## src/rtl/sprite_render_sequencer.sv

```systemverilog
// sprite_render_sequencer: frame scheduler for the sprite slots.
// Each frame runs a draw pass, a hold pass and an erase pass. Every pass sends a
// one-cycle pulse to each slot in turn and waits for it. The active slot's pixel
// stream is muxed into one registered plot stream for the VGA adapter.
// Optional build macro RENDER_FRAME_COUNT_EN adds a 16-bit wrapping frame_count output.
module sprite_render_sequencer #(
    parameter int NUM_SPRITES  = 3,
    parameter int PIPE_DELAY   = 3,
    parameter int DRAW_TIMEOUT = 63,
    parameter int ERASE_CYCLES = 44,
    parameter int HOLD_CYCLES  = 833333
) (
    input  logic                     clk,
    input  logic                     reset,
    input  logic                     run,
    input  logic [9*NUM_SPRITES-1:0] sprite_x,
    input  logic [8*NUM_SPRITES-1:0] sprite_y,
    input  logic [3*NUM_SPRITES-1:0] sprite_colour,
    input  logic [NUM_SPRITES-1:0]   sprite_finish,
    output logic [NUM_SPRITES-1:0]   draw_signal,
    output logic [NUM_SPRITES-1:0]   erase_signal,
    output logic [8:0]               vga_x,
    output logic [7:0]               vga_y,
    output logic [2:0]               vga_colour,
    output logic                     plot,
    output logic                     frame_done,
    output logic                     busy,
    output logic                     timeout_err
`ifdef RENDER_FRAME_COUNT_EN
    ,
    output logic [15:0]              frame_count
`endif
);

    localparam int IDX_W  = (NUM_SPRITES > 1) ? $clog2(NUM_SPRITES) : 1;
    localparam int HOLD_W = (HOLD_CYCLES > 1) ? $clog2(HOLD_CYCLES) : 1;

    typedef enum logic [2:0] {
        S_IDLE,
        S_DRAW_PULSE,
        S_DRAW_WAIT,
        S_HOLD,
        S_ERASE_PULSE,
        S_ERASE_WAIT
    } state_t;

    state_t              r_state;
    logic [IDX_W-1:0]    r_idx;
    logic [5:0]          r_wait_cnt;
    logic [HOLD_W-1:0]   r_hold_cnt;
    logic                r_timeout_err;
    logic                r_plot_p1;
    logic [8:0]          r_vga_x_p1;
    logic [7:0]          r_vga_y_p1;
    logic [2:0]          r_vga_colour_p1;

    state_t              w_next_state;
    logic [IDX_W-1:0]    w_next_idx;
    logic [5:0]          w_next_wait;
    logic [HOLD_W-1:0]   w_next_hold;
    logic                w_set_timeout;
    logic                w_frame_done;
    logic                w_last_slot;
    logic                w_window;
    logic [NUM_SPRITES-1:0] w_onehot;
    logic [8:0]          w_slot_x;
    logic [7:0]          w_slot_y;
    logic [2:0]          w_slot_colour;

    assign w_last_slot   = (r_idx == IDX_W'(NUM_SPRITES - 1));
    assign w_slot_x      = sprite_x[r_idx*9 +: 9];
    assign w_slot_y      = sprite_y[r_idx*8 +: 8];
    assign w_slot_colour = sprite_colour[r_idx*3 +: 3];
    // The sprite pixel pipeline needs PIPE_DELAY cycles after its pulse before data is valid
    assign w_window      = ((r_state == S_DRAW_WAIT) || (r_state == S_ERASE_WAIT)) &&
                           (r_wait_cnt >= 6'(PIPE_DELAY));

    // One-hot decode of the active slot index, shared by draw and erase pulses
    always_comb begin
        w_onehot = '0;
        for (int i = 0; i < NUM_SPRITES; i++) begin
            w_onehot[i] = (r_idx == IDX_W'(i));
        end
    end

    // Next-state, counter and pulse decode for the frame sequencer
    always_comb begin
        w_next_state  = r_state;
        w_next_idx    = r_idx;
        w_next_wait   = r_wait_cnt;
        w_next_hold   = r_hold_cnt;
        w_set_timeout = 1'b0;
        w_frame_done  = 1'b0;
        case (r_state)
            S_IDLE: begin
                if (run) begin
                    w_next_state = S_DRAW_PULSE;
                    w_next_idx   = '0;
                end
            end
            S_DRAW_PULSE: begin
                w_next_wait  = '0;
                w_next_state = S_DRAW_WAIT;
            end
            S_DRAW_WAIT: begin
                w_next_wait = r_wait_cnt + 6'd1;
                if (sprite_finish[r_idx] || (r_wait_cnt == 6'(DRAW_TIMEOUT - 1))) begin
                    // A finish arriving on the timeout cycle still counts as a clean finish
                    w_set_timeout = !sprite_finish[r_idx];
                    if (w_last_slot) begin
                        w_next_hold  = '0;
                        w_next_state = S_HOLD;
                    end else begin
                        w_next_idx   = r_idx + IDX_W'(1);
                        w_next_state = S_DRAW_PULSE;
                    end
                end
            end
            S_HOLD: begin
                w_next_hold = r_hold_cnt + HOLD_W'(1);
                if (r_hold_cnt == HOLD_W'(HOLD_CYCLES - 1)) begin
                    w_next_idx   = '0;
                    w_next_state = S_ERASE_PULSE;
                end
            end
            S_ERASE_PULSE: begin
                w_next_wait  = '0;
                w_next_state = S_ERASE_WAIT;
            end
            S_ERASE_WAIT: begin
                w_next_wait = r_wait_cnt + 6'd1;
                if (r_wait_cnt == 6'(ERASE_CYCLES - 1)) begin
                    if (w_last_slot) begin
                        // run is only re-examined here, so a mid-frame drop still finishes the erase
                        w_frame_done = 1'b1;
                        w_next_idx   = '0;
                        w_next_state = run ? S_DRAW_PULSE : S_IDLE;
                    end else begin
                        w_next_idx   = r_idx + IDX_W'(1);
                        w_next_state = S_ERASE_PULSE;
                    end
                end
            end
            default: w_next_state = S_IDLE;
        endcase
    end

    // Sequencer state, slot index, counters and sticky timeout flag
    always_ff @(posedge clk or posedge reset) begin
        if (reset) begin
            r_state       <= S_IDLE;
            r_idx         <= '0;
            r_wait_cnt    <= '0;
            r_hold_cnt    <= '0;
            r_timeout_err <= 1'b0;
        end else begin
            r_state    <= w_next_state;
            r_idx      <= w_next_idx;
            r_wait_cnt <= w_next_wait;
            r_hold_cnt <= w_next_hold;
            if (w_set_timeout) begin
                r_timeout_err <= 1'b1;
            end
        end
    end

    // Registered plot stream; coordinates hold their last value outside the window
    always_ff @(posedge clk or posedge reset) begin
        if (reset) begin
            r_plot_p1       <= 1'b0;
            r_vga_x_p1      <= '0;
            r_vga_y_p1      <= '0;
            r_vga_colour_p1 <= '0;
        end else begin
            r_plot_p1 <= w_window;
            if (w_window) begin
                r_vga_x_p1      <= w_slot_x;
                r_vga_y_p1      <= w_slot_y;
                r_vga_colour_p1 <= (r_state == S_DRAW_WAIT) ? w_slot_colour : 3'b000;
            end
        end
    end

`ifdef RENDER_FRAME_COUNT_EN
    logic [15:0] r_frame_count;

    // Completed-frame counter, wraps naturally at 16 bits
    always_ff @(posedge clk or posedge reset) begin
        if (reset) begin
            r_frame_count <= '0;
        end else if (w_frame_done) begin
            r_frame_count <= r_frame_count + 16'd1;
        end
    end

    assign frame_count = r_frame_count;
`endif

    assign draw_signal  = (r_state == S_DRAW_PULSE)  ? w_onehot : '0;
    assign erase_signal = (r_state == S_ERASE_PULSE) ? w_onehot : '0;
    assign frame_done   = w_frame_done;
    assign busy         = (r_state != S_IDLE);
    assign timeout_err  = r_timeout_err;
    assign plot         = r_plot_p1;
    assign vga_x        = r_vga_x_p1;
    assign vga_y        = r_vga_y_p1;
    assign vga_colour   = r_vga_colour_p1;

endmodule

```

## config.mk

```make
export PLATFORM = sky130hd
export DESIGN_NAME = sprite_render_sequencer
export DESIGN_NICKNAME = d
export VERILOG_FILES = /design/src/rtl/sprite_render_sequencer.sv
export SDC_FILE = /design/constraint.sdc
export NUM_CORES = 1
export LEC_CHECK = 0
export ABC_AREA = 0
export CAP_MARGIN = 20
export CORE_UTILIZATION = 49
export CTS_BUF_LIST = sky130_fd_sc_hd__clkbuf_4 sky130_fd_sc_hd__clkbuf_8
export DETAILED_ROUTE_END_ITERATION = 7
export PLACE_DENSITY = 0.8
export SYNTH_ARGS = -nofsm -noshare
export SYNTH_HDL_FRONTEND = slang
export SYNTH_SLANG_ARGS = --single-unit
```

## constraint.sdc

```tcl
create_clock -name clk -period 3.5 [get_ports clk]
set_input_delay 0.7 -clock clk [delete_from_list [all_inputs] [get_ports clk]]
set_output_delay 0.7 -clock clk [all_outputs]
set_load 0.02 [all_outputs]
```

==> run metrics <==
Post-Syn Area=3230 µm²; period utilisation layout=0.870; Cell Int Power=0.824 mW; Core ar.=6350 µm²; Arr. time, crit path=2350 ps; crit start category=flip-flop; dpl hpwl=6160 µm; Tot GR Track Use=0.249; routed length per instance=15.0 µm; Die ar.=6920 µm²; Routed Antenna Nets=0; Ports=96; Final nets=535; skew final=13.6 ps; Main synth FF type=dfrtp_1; reg2reg end=r_hold_cnt[15]; Max Freq=328 MHz; R2R depth=7; switching power=0.238 mW; Comb pwr share=0.090; antenna cells=0; Die Y=83.2 µm; sequential group share of total power=0.576; fraction of registers with async set or reset after synthesis=1.00; Pwr Density=246 nW/µm²; hold_buf cts=0; vias in the first global route=3029; wire length of the first global-routing pass=13900 µm; clock sink total=53; leak pwr=1.86 nW; Crit. Startpoint=r_state[0]; yosys warns=0; clock root buffer=clkbuf_8; post-CTS setup buffers=0; worst skew pair latency=320 ps; Max Cap Violations=0; clock slew at reported path FFs=100 ps; starting density of the core=0.508; Worst slew margin=0.355; share of layout cells above drive strength 1=0.0499; CP required=2800 ps; RSZ-0062 raised after global routing=no; # DRC=0; Post-Syn Area per Cell=8.56 µm²; register area=1330 µm²; H-tree Lvls=2; final wirelength=8100 µm; CTS resizes=0; fill count=502; final worst path period need=3050 ps; Worst Hold Depth=2; port bufs=95; Sw Ratio=0.224; row count=29; CTS tree=done; Setup Viol. Count Final=0; chip width=83.2 µm; CTS buffer count=5; EDFF count, synth=0; R2R Path Start=r_idx[0]; worst-path maximum fanout=21; Hold Startpoint=vga_x[6]; post-placement cell area=4220 µm²; Crit. End Element=primary output; count of different cell masters after synthesis=47; DR vias=3077; setup TNS=0 ps; Post-Syn Nets=452; Hold Fails Final Rpt=0; initial DRC count=185; Final GP Congestion=0.888; flops & latches, synth=53; status=finished, final reports clean; Syn-to-layout area delta=33.6%; first drt pass iteration count=4; Final Power=1.06 mW; R2R Setup Slk=990 ps; actual slew at the worst max-slew pin=967 ps; Pins Over Slew Limit=0; Clk pwr share=0.334; largest net degree at the start of global routing=39; Bufs on Longest Clock Path=2; Worst Setup Path Type=reg -> out; area of the multi-input gates=1750 µm²; sequential fraction of the synthesis area=0.411; grt total ovfl=0; post-route cell area=4310 µm²; cell count after synthesis=377; WHS=487 ps; hold worst-path end=vga_x[6]; initial antenna violation count=0; Vias per Instance=5.72; worst min path class=reg -> reg; worst vdd rail ir drop=0.188 mV
per-layer routing:
layer | global-route usage | up-vias | wire length (µm) | part of all wire
li1 | - | 1520 | - | -
met1 | 0.319 | 1444 | 3510 | 0.43
met2 | 0.415 | 107 | 3930 | 0.48
met3 | 0.0626 | 6 | 569 | 0.070
met4 | 0.0752 | 0 | 91 | 0.011
met5 | 0 | - | 0 | 0
layout make-up:
cell class              instances  share of cell area
flip-flops and latches         53               0.308
clock buffers                   5              0.0160
inverters                      15              0.0131
clock inverters                 3             0.00522
well taps                      77              0.0223
multi-input cells             284               0.405
repair buffers                101               0.231
critical path, cell delays in order, from the launching register on:
cell	delay (ps)
dfrtp_1	700
nand2b_1	220
nor2_1	230
nand2_1	80
nor3_1	160
clkdlybuf4s50_1	630
synthesized netlist by cell type (4+ instances only):
cell	number	share of area
dfrtp_1	53	0.41
o21ai_0	40	0.062
nand2_1	39	0.045
a21oi_1	35	0.054
nor2_1	32	0.037
mux2i_1	23	0.071
clkbuf_1	18	0.021
inv_1	15	0.017
nand3_1	12	0.019
or3_1	10	0.019
ha_1	9	0.035
and3_1	8	0.016
a21o_1	6	0.014
o31ai_1	6	0.014
or4_1	6	0.014
a22o_1	5	0.014
nand4_1	5	0.0097
a41oi_1	4	0.011
power by group through the flow:
stage          Combinational (mW)  Sequential (mW)  Clock, mW
2_1_floorplan              0.0171            0.624          0
3_3_place_gp               0.0954            0.624          0
3_5_place_dp               0.0969            0.624          0
4_1_cts                    0.0971            0.612      0.364
5_1_grt                     0.104            0.612      0.389
6_report                   0.0953            0.612      0.355
through the flow:
step            util  std cells  worst slack [ps]
2_1_floorplan      -        377               885
3_3_place_gp   0.665        530               828
6_report       0.679        538               455
4_1_cts        0.679        538               445
5_1_grt        0.679        538               239
3_5_place_dp   0.665        530               733
flip-flops by register name, summed over array words and instances (netlist names):
name	cells
vga_x	9
r_idx	2
vga_y	8
plot	1
vga_colour	3
r_hold_cnt	20
r_state	3
timeout_err	1
r_wait_cnt	6
cells by family (layout without fill, tap and decap cells):
group,count (synthesis),count (layout),share of synthesized area
compound gates,118,118,0.221
xor+xnor,4,4,0.0109
fa+ha+maj,9,9,0.0349
buf+inv,40,124,0.0484
flops,53,53,0.411
mux,23,23,0.0713
simple gates,130,130,0.203
how the worst max path moves through the flow:
stage	end	cells past startpoint
after detailed placement	r_hold_cnt[14]	6
after floorplan	r_hold_cnt[15]	9
final	frame_done	5
after global routing	frame_done	5
after CTS	frame_done	5
after global placement	r_hold_cnt[16]	6
cell usage in the layout (no fill, tap or decap), types with 3 or more instances in the layout:
master	instances
xnor2_1	3
or3_1	10
nand2b_1	3
nand2_1	39
inv_1	14
buf_4	6
a21oi_1	35
a41oi_1	4
a21o_1	6
clkbuf_8	5
mux2i_1	23
o31ai_1	6
nand3_1	12
clkdlybuf4s50_1	95
dfrtp_1	53
a22oi_1	3
or4_1	6
nor2_1	32
o21ai_0	40
a22o_1	5
ha_1	9
o21a_1	3
and3_1	8
a31oi_1	3
nand4_1	5
Power figures use the tool's default switching activity.
